### config.mk
export PLATFORM = sky130hd
export DESIGN_NAME = cpu_wb_arb
export DESIGN_NICKNAME = d
export VERILOG_FILES = /design/src/rtl/cpu_wb_arb_pkg.sv /design/src/rtl/cpu_wb_arb_buf.sv /design/src/rtl/cpu_wb_arb.sv
export SDC_FILE = /design/constraint.sdc
export NUM_CORES = 1
export LEC_CHECK = 0
export BUFFER_PORTS_ARGS = -buffer_cell sky130_fd_sc_hd__buf_2
export CORE_MARGIN = 3
export CORE_UTILIZATION = 50
export DETAILED_ROUTE_END_ITERATION = 16
export PLACE_DENSITY = 0.75
export REMOVE_ABC_BUFFERS = 1
export SLEW_MARGIN = 20
export SYNTH_ARGS = -nofsm -noshare
export SYNTH_HDL_FRONTEND = slang
export SYNTH_SLANG_ARGS = --single-unit
### constraint.sdc
create_clock -name clk_i -period 2.7 [get_ports clk_i]
set_input_delay 0.54 -clock clk_i [delete_from_list [all_inputs] [get_ports clk_i]]
set_output_delay 0.54 -clock clk_i [all_outputs]
set_load 0.01 [all_outputs]
### src/rtl/cpu_wb_arb_pkg.sv
// Shared types for the register-file write-port arbiter.
package cpu_wb_arb_pkg;

  typedef logic [4:0]  regaddr_t;
  typedef logic [31:0] word_t;

  localparam logic NOP_WB_VALID = 1'b0;
  localparam int   NUM_QRY      = 3;

  // One register-file write request (pipe side or granted result).
  typedef struct packed {
    regaddr_t addr;
    word_t    data;
    logic     valid;
  } wb_req_t;

  // Buffered MCU result; live drops when a younger pipe write squashes it
  // or when the entry pops.
  typedef struct packed {
    regaddr_t addr;
    word_t    data;
    logic     live;
  } mcu_ent_t;

  // Pending-write lookup hit; x0 never counts as pending.
  function automatic logic addr_hit(regaddr_t q, regaddr_t a, logic live);
    return live && (q != '0) && (q == a);
  endfunction

endpackage

### src/rtl/cpu_wb_arb_buf.sv
// DEPTH-entry MCU result FIFO with per-entry live bits, squash-by-address
// and pending-write lookup ports.
module cpu_wb_arb_buf
  import cpu_wb_arb_pkg::*;
#(
  parameter int DEPTH = 4
) (
  input  logic                         clk_i,
  input  logic                         reset_i,
  input  logic                         push_i,
  input  regaddr_t                     push_addr_i,
  input  word_t                        push_data_i,
  input  logic                         pop_i,
  input  logic                         squash_i,
  input  regaddr_t                     squash_addr_i,
  input  regaddr_t [NUM_QRY-1:0]       qry_addr_i,
  output mcu_ent_t                     head_o,
  output logic [$clog2(DEPTH):0]       count_o,
  output logic [NUM_QRY-1:0]           hit_o
);

  localparam int PW = $clog2(DEPTH);
  localparam int CW = PW + 1;

  mcu_ent_t [DEPTH-1:0] ent_q, ent_d;
  logic [PW-1:0]        rd_ptr_q, rd_ptr_d;
  logic [PW-1:0]        wr_ptr_q, wr_ptr_d;
  logic [CW-1:0]        count_q, count_d;

  // Entry update: pop kills the head, squash kills matching entries, and a
  // same-cycle push lands last so it is never squashed.
  always_comb begin
    ent_d = ent_q;
    for (int i = 0; i < DEPTH; i++) begin
      if (pop_i && (rd_ptr_q == PW'(i)))
        ent_d[i].live = 1'b0;
      if (squash_i && (ent_q[i].addr == squash_addr_i))
        ent_d[i].live = 1'b0;
      if (push_i && (wr_ptr_q == PW'(i)))
        ent_d[i] = '{addr: push_addr_i, data: push_data_i, live: 1'b1};
    end
    rd_ptr_d = rd_ptr_q + PW'(pop_i);
    wr_ptr_d = wr_ptr_q + PW'(push_i);
    count_d  = count_q + CW'(push_i) - CW'(pop_i);
  end

  // Storage and pointers; reset discards every entry.
  always_ff @(posedge clk_i) begin
    if (reset_i) begin
      ent_q    <= '0;
      rd_ptr_q <= '0;
      wr_ptr_q <= '0;
      count_q  <= '0;
    end else begin
      ent_q    <= ent_d;
      rd_ptr_q <= rd_ptr_d;
      wr_ptr_q <= wr_ptr_d;
      count_q  <= count_d;
    end
  end

  // Lookups: live implies occupied, since pop and reset clear live.
  always_comb begin
    hit_o = '0;
    for (int q = 0; q < NUM_QRY; q++)
      for (int i = 0; i < DEPTH; i++)
        hit_o[q] = hit_o[q] | addr_hit(qry_addr_i[q], ent_q[i].addr, ent_q[i].live);
  end

  assign head_o  = ent_q[rd_ptr_q];
  assign count_o = count_q;

endmodule

### src/rtl/cpu_wb_arb.sv
// Register-file write-port arbiter: WB pipe vs buffered multi-cycle results,
// with a starvation freeze of WB to force a drain.
module cpu_wb_arb
  import cpu_wb_arb_pkg::*;
#(
  parameter int DEPTH        = 4,
  parameter int STARVE_LIMIT = 8
) (
  input  logic     clk_i,
  input  logic     reset_i,
  input  regaddr_t pipe_addr_i,
  input  word_t    pipe_data_i,
  input  logic     pipe_valid_i,
  input  regaddr_t mcu_addr_i,
  input  word_t    mcu_data_i,
  input  logic     mcu_valid_i,
  output logic     mcu_ready_o,
  output regaddr_t rf_addr_o,
  output word_t    rf_data_o,
  output logic     rf_wr_en_o,
  output logic     stall_o,
  input  regaddr_t rs1_i,
  input  regaddr_t rs2_i,
  input  regaddr_t rd_i,
  output logic     rs1_pend_o,
  output logic     rs2_pend_o,
  output logic     rd_pend_o
);

  localparam int CW = $clog2(DEPTH) + 1;
  localparam int SW = $clog2(STARVE_LIMIT + 1);

  mcu_ent_t             head;
  logic [CW-1:0]        count;
  logic [NUM_QRY-1:0]   hit;
  logic                 head_present, head_live;
  logic                 pipe_go, push, pop, stall;
  wb_req_t              pipe_req, wr;
  logic [SW-1:0]        starve_q, starve_d;

  assign pipe_req     = '{addr: pipe_addr_i, data: pipe_data_i, valid: pipe_valid_i};
  assign head_present = (count != '0);
  assign head_live    = head_present && head.live;
  assign stall        = !reset_i && (starve_q == SW'(STARVE_LIMIT)) && head_live;
  assign pipe_go      = !reset_i && pipe_req.valid && (pipe_req.addr != '0) && !stall;
  assign mcu_ready_o  = !reset_i && (count != CW'(DEPTH));
  // x0 results are accepted but never stored.
  assign push         = mcu_valid_i && mcu_ready_o && (mcu_addr_i != '0);
  // A dead head pops in any cycle; a live head pops only when it gets the port.
  assign pop          = !reset_i && head_present && !(pipe_go && head_live);

  cpu_wb_arb_buf #(.DEPTH(DEPTH)) u_buf (
    .clk_i         (clk_i),
    .reset_i       (reset_i),
    .push_i        (push),
    .push_addr_i   (mcu_addr_i),
    .push_data_i   (mcu_data_i),
    .pop_i         (pop),
    .squash_i      (pipe_go),
    .squash_addr_i (pipe_req.addr),
    .qry_addr_i    ({rd_i, rs2_i, rs1_i}),
    .head_o        (head),
    .count_o       (count),
    .hit_o         (hit)
  );

  // Grant the single write port: pipe unless frozen, else a live head.
  always_comb begin
    wr = '{addr: '0, data: '0, valid: NOP_WB_VALID};
    if (pipe_go)
      wr = pipe_req;
    else if (!reset_i && head_live)
      wr = '{addr: head.addr, data: head.data, valid: 1'b1};
  end

  // Starvation count: grows while a live head loses to the pipe, clears on pop.
  always_comb begin
    starve_d = starve_q;
    if (!head_present || pop)
      starve_d = '0;
    else if (head_live && pipe_go)
      starve_d = starve_q + SW'(1);
  end

  // Starvation counter register.
  always_ff @(posedge clk_i) begin
    if (reset_i) starve_q <= '0;
    else         starve_q <= starve_d;
  end

  assign rf_wr_en_o = wr.valid;
  assign rf_addr_o  = wr.addr;
  assign rf_data_o  = wr.data;
  assign stall_o    = stall;
  assign rs1_pend_o = !reset_i && hit[0];
  assign rs2_pend_o = !reset_i && hit[1];
  assign rd_pend_o  = !reset_i && hit[2];

endmodule

==> results.md, run 1 <==
- MaxCap Viol Count: 0
- I/O pins: around 140
- H-tree Lvls: 4
- Yosys reg bits: about 160
- FILL cells: around 1400
- Gr usage total: 0.2583
- PnR worst setup slack: -0.1076 ns
- Core footprint: 16230 um2
- Pins Over Slew Limit: 0
- CTS tree: done
- Worst vdd ir: roughly 0.00045 V
- Leak pwr: around 3.9 nW
- DPL Wire Length: 14820 um
- Vias per std cell: 5.691
- Register area: 3268 um2
- Fin crit share: 1.040
- First-pass GRT wire length: between 30000 and 40000 um
- Synth Flop Type: dfxtp_1
- Routed met1 length: 9920 um
- FF-to-FF Start: u_buf.rd_ptr_q[0]
- Sink Count: ~160
- Worst Path Required: 2.16 ns
- Post-synth EDFFs: 0
- NumNets Final: around 1200
- Final Hold Fails: 0
- Antenna-violating nets left: 0
- Pwr per Cell Area: roughly 660 nW/um2
- Final min period: 2.808 ns
- Iter 0 DRT Violations: ~750
- Tot Pwr: ~6.7 mW
- Vias in the first global route: roughly 7400
- Worst-path clk slew: about 0.07 ns
- Max stage delay on crit path: approximately 0.54 ns
- Hold Path Class: in -> reg
- Slew @ Worst Pin: between 0.6 and 0.7 ns
- Worst relative slew slack: 0.5621
- Yosys cell types: 38
- Buf/Inv on CP: 5
- Slowest CP cell: mux4_2
- Vias post-DR: between 7000 and 8000
- Row cnt: 46
- Post-synth ARST share: 0
- CP most frequent cell: buf_12
- Post-synthesis cell count: about 1100
- Antenna violations before repair: 2
- Mapped Area: about 8500 um2
- Average size of a mapped cell: 7.963 um2
- Clk_skew: 0.01504 ns
- Most frequent cells in the layout: nand2_1, dfxtp_1, a21oi_1
- Routed wl met3: roughly 2100 um
- Initial cell density of the core: 0.5220
- GRT overflow: 0
- Setup tns final: -2.827 ns
- P&R area growth vs syn: 19.70%
- Multi-input gate area: 4735 um2
- Sequential cell area fraction in the yosys report: 0.3851
- Family with the most delay on the worst path: buffers and inverters
- Max Buffers Root-to-Sink: 2
- Kind of critical path: reg -> out
- DRC: 0
- Peak Freq: between 0.3 and 0.4 GHz
- Crit path max fanout: 5
- Clk_lat worst skew: approximately 0.44 ns
- Worst Min Path Start: mcu_data_i[13]
- First drt pass iteration count: 6
- Die Y: about 140 um
- Routability congestion estimate: around 0.91
- Clock buffer count from CTS: 17
- Final Setup Violations: 37
- Final wirelength: between 20000 and 25000 um
- Failing checks: setup timing
- Status: finished, violations left
- Worst-path cell chain: mux4_2, buf_12, a21oi_4, buf_12, buf_12, clkbuf_16, o21ai_2, buf_2
- Ys Warns: 0
- Port bufs: about 140
- Die ar.: between 15000 and 20000 um2
- Critical path arrival: roughly 2.3 ns
- RSZ-0062 raised after global routing: yes
- Layout cells sized above 1: 0.2403
- WL/cell: about 18 um
- Most common cell after layout, fill and taps aside: nand2_1
- Die W: 136.2 um
- Worst setup EP type: output pin
- CTS Root Cell: clkbuf_16
- Worst Setup Start Kind: flip-flop
- Max layer used: met5
- Met2 routed WL: approximately 12000 um
- Largest net degree at the start of global routing: about 150
- Worst setup startpoint: u_buf.rd_ptr_q[0]
## metal layers
| metal | up-vias | GRT usage |
|---|---|---|
| met5 | - | 0 |
| met4 | 4 | 0.08959 |
| met3 | 48 | 0.05440 |
| met2 | 346 | 0.4384 |
| met1 | 3709 | 0.3267 |
| li1 | 3735 | - |
## synth_stat cells, drive strengths merged, types with 2 or more instances
| cell | instances | area (um2) |
|---|---|---|
| a21oi | 150 | 762.0 |
| a31oi | 6 | 37.54 |
| a41o | 4 | 40.04 |
| and2 | 2 | 12.51 |
| and3 | 4 | 25.02 |
| and4b | 2 | 20.02 |
| buf | 35 | 230.2 |
| clkbuf | 79 | 297.8 |
| dfxtp | 163 | 3263 |
| ha | 6 | 75.07 |
| inv | 9 | 33.78 |
| mux4 | 38 | 855.8 |
| nand2 | 337 | 1265 |
| nand3 | 46 | 230.2 |
| nand3b | 3 | 22.52 |
| nand4 | 5 | 31.28 |
| nand4b | 2 | 17.52 |
| nor2 | 14 | 52.55 |
| nor2b | 4 | 25.02 |
| nor3 | 6 | 30.03 |
| nor4 | 12 | 75.07 |
| o21ai | 41 | 205.2 |
| or4 | 4 | 33.78 |
| xnor2 | 25 | 219.0 |
| xor2 | 61 | 534.3 |
## worst register-to-register path: stages (launching register included)
cell       delay (ns)
dfxtp_4          0.36
mux4_2           0.54
buf_4            0.16
o2111ai_1        0.08
and2_1           0.19
ha_1             0.13
inv_1            0.04
ha_1             0.20
fa_1             0.40
xnor2_1          0.18
xnor2_1          0.13
nor2_1           0.05
## flip-flops by register name, indices dropped and copies added, names as in the netlist
signal / count
starve_q: 4
u_buf.count_o: 3
u_buf.ent_q: 152
u_buf.rd_ptr_q: 2
u_buf.wr_ptr_q: 2
## area by class of cell
| class | count | area share |
|---|---|---|
| Inverter | 9 | 0.003331 |
| Antenna cell | 1 | 0.0002467 |
| Sequential cell | 163 | 0.3222 |
| Tap cell | 216 | 0.02665 |
| Multi-Input combinational cell | 778 | 0.4668 |
| Clock buffer | 17 | 0.04194 |
| Clock inverter | 15 | 0.01764 |
| Timing Repair Buffer | 179 | 0.1211 |
## worst paths after layout
path,depth (start not counted),slack [ns],end
worst min register to register,2,0.45,u_buf.ent_q[99]
worst max register to register,11,0.12,u_buf.count_o[2]
worst min-delay path,3,0.37,u_buf.ent_q[14]
worst max-delay path,8,-0.11,rf_data_o[19]
## power breakdown
group / internal [mW] / switching (mW)
Clock: 1.46 / 1.02
Sequential: 2.52 / 0.104
Combinational: 0.659 / 0.900
## stage by stage
stage	area, um2	setup WS (ns)	util	hold WS, ns	cells
after floorplan	7945	-1.593	-	0.4271	950
after global placement	9276	-0.07914	0.5715	0.4386	1336
after detailed placement	9276	-0.09938	0.5715	0.4435	1336
after CTS	10050	-0.1275	0.6191	0.3673	1375
after global routing	10140	-0.1827	0.6247	0.3814	1377
final	10140	-0.1076	0.6249	0.3690	1378
## cell families after synthesis
group	count (synthesis)	share of synthesized area
AOI/OAI and AO/OA	204	0.1282
xor gates and xnor gates	86	0.08890
adders and majority gates	7	0.01122
buffers and inverters	123	0.06630
DFF	163	0.3851
muxes	38	0.1010
and+or+nand+nor	443	0.2193
## what timing repair did
item / 4_1_cts / 5_1_grt
pin swaps: 6 / 11
endpoints found under the setup margin: 37 / 37
gates cloned: 2 / 3
resized for setup: 42 / 16
setup buffers: 6 / 0
hold buffers: 0 / 0
No activity file was read; power rests on OpenSTA's default activity.
==> run 2: changes to the inputs <==
CORE_ASPECT_RATIO = 0.7   (was unset)
==> run 2 against run 1 <==
Net effect:
- the run still ends with setup timing left
- global-route usage increased by 0.76 points
- clock power decreased by 7%
- clock skew about the same
- fmax decreased by 1.1%
- wire length increased by 6.1%
- via count increased by 1.5%
- combinational power increased by 3%
- sequential share of layout area decreased by 0.23 points
- cell count increased by 0.87%
- die area increased by 0.14%
- clock-buffer cell count increased by 3
- largest cell class unchanged
==> results.md, run 2 (synthesized netlist as in run 1, its figures left out) <==
- Final Setup Violations: 37 (unchanged)
- Worst-path cell chain: mux4_2, buf_12, a21oi_4, buf_12, clkbuf_16, nand2_2, o21ai_1, buf_2
- Crit path max fanout: 7 (+2)
- RSZ-0062 raised after global routing: yes
- Vias post-DR: 7958 (+1.5%)
- First drt pass iteration count: 7 (+1)
- Pwr per Cell Area: 639.5 nW/um2 (-2.7%)
- Fin crit share: 1.052 (+0.01209)
- Max stage delay on crit path: 0.55 ns (about the same)
- Slew @ Worst Pin: 0.8409 ns (+0.1841 ns)
- Final wirelength: 25910 um (+6.1%)
- Peak Freq: 0.3521 GHz (-1.1%)
- Worst setup EP type: output pin
- PnR worst setup slack: -0.1402 ns (-0.03264 ns)
- Family with the most delay on the worst path: buffers and inverters
- Vias in the first global route: 7445 (+0.16%)
- Gr usage total: 0.2659 (+0.007573)
- Failing checks: setup timing
- Pins Over Slew Limit: 0 (unchanged)
- Top reg by flops: u_buf.ent_q
- Worst vdd ir: 0.0003562 V (-21%)
- Most frequent cells in the layout: nand2_1, dfxtp_1, a21oi_1
- Row cnt: 39 (-15%)
- Layout cells sized above 1: 0.2592 (+0.01892)
- Hold Path Class: in -> reg
- P&R area growth vs syn: 20.70%
- Core footprint: 16440 um2 (+1.3%)
- CTS Hold Bufs: 0 (unchanged)
- Sink Count: 163 (unchanged)
- # diodes: 0 (-1)
- Kind of critical path: reg -> out
- Max FFs per register: 152 (unchanged)
- Iter 0 DRT Violations: 757 (+0.80%)
- Final min period: 2.840 ns (+0.03264 ns)
- Vias per std cell: 5.725 (+0.60%)
- Status: finished, violations left
- CP most frequent cell: buf_12
- NumNets Final: 1252 (+0.32%)
- Leak pwr: 3.897 nW (+1.2%)
- Antenna violations before repair: 0 (-2)
- Antenna-violating nets left: 0 (unchanged)
- Clock buffer count from CTS: 17 (unchanged)
- Post-DP Area: 9269 um2 (about the same)
- Critical path arrival: 2.30 ns (+0.03 ns)
- Die W: 161.6 um (+19%)
- Die ar.: 18570 um2 (+0.14%)
- GRT overflow: 0 (unchanged)
- DPL Wire Length: 15690 um (+5.8%)
- Final core occ: 0.6219 (-0.002956)
- Worst Setup Start Kind: flip-flop
- Worst Path Required: 2.16 ns (about the same)
- Largest net degree at the start of global routing: 83 (-46%)
- WL/cell: 18.64 um (+5.2%)
- Most common cell after layout, fill and taps aside: nand2_1
- Max Buffers Root-to-Sink: 2 (unchanged)
- Final Hold Fails: 0 (unchanged)
- Worst relative slew slack: 0.4394 (-0.1227)
- Routability congestion estimate: 0.9504 (+3.9%)
- FILL cells: 1400 (+1.5%)
- Worst-path clk slew: 0.06 ns (about the same)
- Die Y: 114.9 um (-16%)
- Slowest CP cell: mux4_2
- Final instance area: 10230 um2 (+0.84%)
- Clk_skew: 0.01464 ns (-0.0004007 ns)
- Buf/Inv on CP: 4 (-1)
- CTS Root Cell: clkbuf_16
- First-pass GRT wire length: 39190 um (+3.2%)
- DRC: 0 (unchanged)
- Initial cell density of the core: 0.5153 (-0.006792)
- Tot Pwr: 6.540 mW (-1.9%)
- CTS tree: done
- Clk_lat worst skew: 0.42 ns (-0.02 ns)
- MaxCap Viol Count: 0 (unchanged)
- I/O pins: 136 (unchanged)
- H-tree Lvls: 4 (unchanged)
- Port bufs: 135 (unchanged)
run 2: changes by cell type in the layout (fill, tap and decap cells not counted), moves of 3 or more:
cell	previous run	this run
nand2_1	334	311
nand2_2	3	22
o21ai_1	23	30
o21ai_2	14	7
clkinv_4	1	5
nand2_4	0	4
buf_4	29	32
bufinv_16	3	0
clkbuf_16	19	22
clkbuf_8	0	3
dfxtp_1	161	158
dfxtp_2	1	4
inv_6	4	1
run 2: final timing paths:
kind | startpoint | end | slack (ns) | depth (start not counted)
min reg2reg | u_buf.ent_q[8] | u_buf.ent_q[8] | 0.45 | 2
min | reset_i | u_buf.count_o[0] | 0.38 | 2
max | u_buf.rd_ptr_q[0] | rf_addr_o[1] | -0.14 | 8
max reg2reg | u_buf.rd_ptr_q[0] | u_buf.count_o[2] | 0.12 | 11
run 2: power breakdown:
| part | total [mW] | switching, mW | internal (mW) |
|---|---|---|---|
| Sequential | 2.63 | 0.110 | 2.52 |
| Combinational | 1.60 | 0.925 | 0.673 |
| Clock | 2.31 | 1.04 | 1.27 |
run 2: final cells by class:
cell class / count / area [um2] / share of cell area
Clock inverter: 12 / 100.1 / 0.009787
Tap cell: 225 / 281.5 / 0.02753
Multi-Input combinational cell: 778 / 4791 / 0.4684
Inverter: 9 / 33.78 / 0.003303
Clock buffer: 20 / 466.7 / 0.04563
Sequential cell: 163 / 3272 / 0.3199
Timing Repair Buffer: 183 / 1282 / 0.1254
run 2: metrics by stage:
stage                     setup slack [ns]  hold WS (ns)  cells  setup TNS, ns
after floorplan                     -1.593        0.4271    950         -70.96
final                              -0.1402        0.3773   1390         -3.489
after CTS                          -0.1350        0.3704   1385         -4.128
after global routing               -0.1859        0.3759   1390         -5.830
after global placement            -0.08300        0.4384   1346       -0.08300
after detailed placement           -0.1084        0.4450   1346        -0.1213
run 2: timing repair:
| item | CTS | global route |
|---|---|---|
| gates cloned | 2 | 5 |
| resized for setup | 24 | 63 |
| pin swaps | 1 | 18 |
| setup endpoints to repair | 38 | 40 |
| setup buffers | 5 | 0 |
run 2: metal layers:
| layer | wire (um) | GRT usage | up-vias |
|---|---|---|---|
| met4 | 522 | 0.07851 | 0 |
| met3 | 2444 | 0.05654 | 37 |
| met5 | 0 | 0 | - |
| met2 | 11860 | 0.4247 | 382 |
| li1 | - | - | 3751 |
| met1 | 11090 | 0.3677 | 3788 |
==> run 3: changes to the inputs <==
ABC_AREA = 1   (was unset)
==> run 3 against run 2 <==
Net effect:
- the run now ends clean
- flip-flop and latch count is the same
- area after synthesis shrank 0.32%
- synthesized cell count grew 17%
- sequential share of layout area grew 0.63 points
- clock power grew 3%
- cell area shrank 2.0%
- worst setup slack gained 0.14 ns
- critical endpoint is now rf_addr_o[3]
==> results.md, run 3 <==
- Status: finished clean
- MaxCap Viol Count: 0 (unchanged)
- NumNets Final: 1466 (+17%)
- Worst relative slew slack: 0.3483 (-0.09112)
- Final Setup Violations: 0 (-100%)
- Crit path depth: 10 (+2)
- GRT overflow: 0 (unchanged)
- Die W: 161.3 um (-0.15%)
- Worst setup EP type: output pin
- Layout cells sized above 1: 0.1798 (-0.07939)
- Leak pwr: 4.331 nW (+11%)
- Most frequent cells in the layout: nor2_1, dfxtp_1, nand2_1
- Hold depth: 3 (+1)
- Final wirelength: 27690 um (+6.8%)
- Crit path max fanout: 13 (+6)
- Family with the most delay on the worst path: buffers and inverters
- Antenna violations before repair: 1 (+1)
- Routability congestion estimate: 1.072 (+13%)
- Most common cell after layout, fill and taps aside: nor2_1
- Clk_lat worst skew: 0.43 ns (about the same)
- Gr usage total: 0.2947 (+0.02878)
- Yosys reg bits: 163 (unchanged)
- CTS Root Cell: clkbuf_16
- Hold Path Class: in -> reg
- Pwr per Cell Area: 681.6 nW/um2 (+6.6%)
- Slew @ Worst Pin: 0.9776 ns (+0.1367 ns)
- CP most frequent cell: nand3_4
- Worst-path cell chain: inv_1, ha_1, nand4_1, inv_2, nand3_4, nand2_4, nand3_4, buf_6, o22ai_1, buf_2
- Final instance area: 10020 um2 (-2.0%)
- Count leader, synth: nor2_1
- Port bufs: 135 (unchanged)
- Worst-path clk slew: 0.08 ns (+0.02 ns)
- Final Hold Fails: 0 (unchanged)
- P&R area growth vs syn: 18.68%
- I/O pins: 136 (unchanged)
- Crit path to: rf_addr_o[3]
- Die Y: 114.7 um (-0.16%)
- Average size of a mapped cell: 6.811 um2 (-14%)
- Post-DP Area: 9316 um2 (+0.51%)
- DRC: 0 (unchanged)
- RSZ-0062 raised after global routing: yes
- CTS Hold Bufs: 0 (unchanged)
- Iter 0 DRT Violations: 953 (+26%)
- Post-synthesis cell count: 1240 (+17%)
- Yosys cell types: 36 (-5.3%)
- Worst setup startpoint: starve_q[0]
- Final min period: 2.697 ns (-0.1428 ns)
- DPL Wire Length: 18300 um (+17%)
- CTS tree: done
- End of the worst register-to-register path: u_buf.count_o[2]
- # diodes: 0 (unchanged)
- First drt pass iteration count: 7 (unchanged)
- Ranking of synthesized cells by area: dfxtp_1, nor2_1, o21ai_0
- Largest net degree at the start of global routing: 115 (+39%)
- Sequential cell area fraction in the yosys report: 0.3864 (+0.001255)
- Buf/Inv on CP: 4 (unchanged)
- Share of the synthesized area in the top cell type: 0.3864 (+0.001255)
- Multi-input gate area: 4437 um2 (-7.4%)
- Slowest CP cell: dfxtp_2
- Sink Count: 163 (unchanged)
- Synth Flop Type: dfxtp_1
- Hold WS: 0.3851 ns (+0.007873 ns)
- Clk_skew: 0.01377 ns (-0.0008659 ns)
- Row cnt: 39 (unchanged)
- Top reg by flops: u_buf.ent_q
- Mapped Area: 8446 um2 (-0.32%)
- FF-to-FF Start: u_buf.rd_ptr_q[0]
- Max Buffers Root-to-Sink: 2 (unchanged)
- Post-synth ARST share: 0 (unchanged)
- Kind of critical path: reg -> out
- Worst Path Required: 2.16 ns (about the same)
- Vias per std cell: 5.560 (-2.9%)
- Worst Setup Start Kind: flip-flop
- Initial cell density of the core: 0.5136 (-0.001674)
- H-tree Lvls: 4 (unchanged)
- R2r setup slk: 0.35 ns (+0.23 ns)
- Max FFs per register: 152 (unchanged)
- Vias in the first global route: 8242 (+11%)
- Core footprint: 16440 um2 (unchanged)
- Worst vdd ir: 0.0004012 V (+13%)
- FILL cells: 1535 (+9.6%)
- Max stage delay on crit path: 0.34 ns (-0.21 ns)
- Die ar.: 18510 um2 (-0.31%)
- Synth cell count leaders: nor2_1, dfxtp_1, nand2_1
- Peak Freq: 0.3707 GHz (+5.3%)
- Fin crit share: 0.9990 (-0.05288)
- Worst Min Path Start: mcu_data_i[31]
- Register area: 3269 um2 (about the same)
- WL/cell: 17.26 um (-7.4%)
- Critical path arrival: 2.16 ns (-0.14 ns)
- Reg2Reg Depth: 14 (+3)
- Pins Over Slew Limit: 0 (unchanged)
- First-pass GRT wire length: 43760 um (+12%)
- Biggest area consumer among synthesized cells: dfxtp_1
- Clock buffer count from CTS: 17 (unchanged)
- Vias post-DR: 8918 (+12%)
- Ys Warns: 0 (unchanged)
- Post-synth EDFFs: 0 (unchanged)
- Antenna-violating nets left: 0 (unchanged)
-- run 3: changes by cell type after synthesis, sizes merged, moves of 18 or more --
cell | previous run | this run
nand3 | 46 | 64
nor2 | 14 | 329
o21ai | 41 | 193
xor2 | 61 | 6
a22oi | 0 | 32
a21oi | 150 | 63
mux4 | 38 | 0
nand2 | 337 | 156
inv | 9 | 71
o22ai | 0 | 43
clkbuf | 79 | 36
-- run 3: logic make-up (layout without fill, tap and decap cells) --
| group | Yosys count | after routing | share of synthesized area |
|---|---|---|---|
| fa+ha+maj | 7 | 7 | 0.01126 |
| xor+xnor | 19 | 19 | 0.01970 |
| flops | 163 | 163 | 0.3864 |
| simple gates | 565 | 565 | 0.2744 |
| compound gates | 334 | 334 | 0.2175 |
| buf+inv | 152 | 291 | 0.09081 |
-- run 3: worst min path at each step --
stage,endpoint,slack (ns)
6_report,u_buf.ent_q[146],0.39
5_1_grt,u_buf.ent_q[119],0.39
4_1_cts,u_buf.ent_q[146],0.37
3_5_place_dp,starve_q[0],0.45
3_3_place_gp,starve_q[0],0.45
2_1_floorplan,starve_q[0],0.43
-- run 3: worst register-to-register path, stage by stage, from the launching register on --
cell and delay (ns):
dfxtp_4 0.38, inv_2 0.05, nand2_1 0.05, nand2_1 0.05, nand2_1 0.05, nand2_2 0.13, nand4_2 0.12, nand2_1 0.07
inv_1 0.06, ha_1 0.27, inv_1 0.04, ha_1 0.20, fa_1 0.40, or2_2 0.30, a21oi_1 0.11
-- run 3: timing repair --
item                                   4_1_cts  5_1_grt
cloned                                       0        2
endpoints found under the hold margin        0        0
gates resized for setup                      5       18
setup buffers                                0        2
pin swaps                                    0        1
setup endpoints to repair                   27       35
-- run 3: final cells by class --
type | instances | area share
repair buffers | 184 | 0.1153
inverters | 75 | 0.02921
flip-flops and latches | 163 | 0.3262
multi-input cells | 925 | 0.4426
clock buffers | 17 | 0.04244
clock inverters | 15 | 0.01610
well taps | 225 | 0.02809
-- run 3: per-layer routing --
layer	vias to the layer above	wire, um	GRT usage
met4	2	395	0.07393
li1	4374	-	-
met1	4016	12420	0.4172
met5	-	13	0
met2	479	11560	0.4396
met3	47	3290	0.09291
-- run 3: power breakdown --
part	total (mW)	switching (mW)	leakage (nW)	internal (mW)
Sequential	2.73	0.151	1.32	2.58
Clock	2.37	1.13	0.290	1.24
Combinational	1.73	1.10	2.72	0.636
Total	6.83	2.38	4.33	4.45
-- run 3: metrics by stage --
| stage | TNS, ns | worst slack [ns] | utilization | total power, mW | std cells |
|---|---|---|---|---|---|
| 2_1_floorplan | -19.93 | -0.5555 | - | 3.716 | 1163 |
| 3_3_place_gp | 0 | 0.1134 | 0.5665 | 4.411 | 1568 |
| 3_5_place_dp | 0 | 0.05008 | 0.5665 | 4.431 | 1568 |
| 4_1_cts | 0 | 0.007193 | 0.6031 | 6.775 | 1600 |
| 5_1_grt | -0.4473 | -0.05396 | 0.6095 | 7.157 | 1604 |
| 6_report | 0 | 0.002570 | 0.6095 | 6.832 | 1604 |
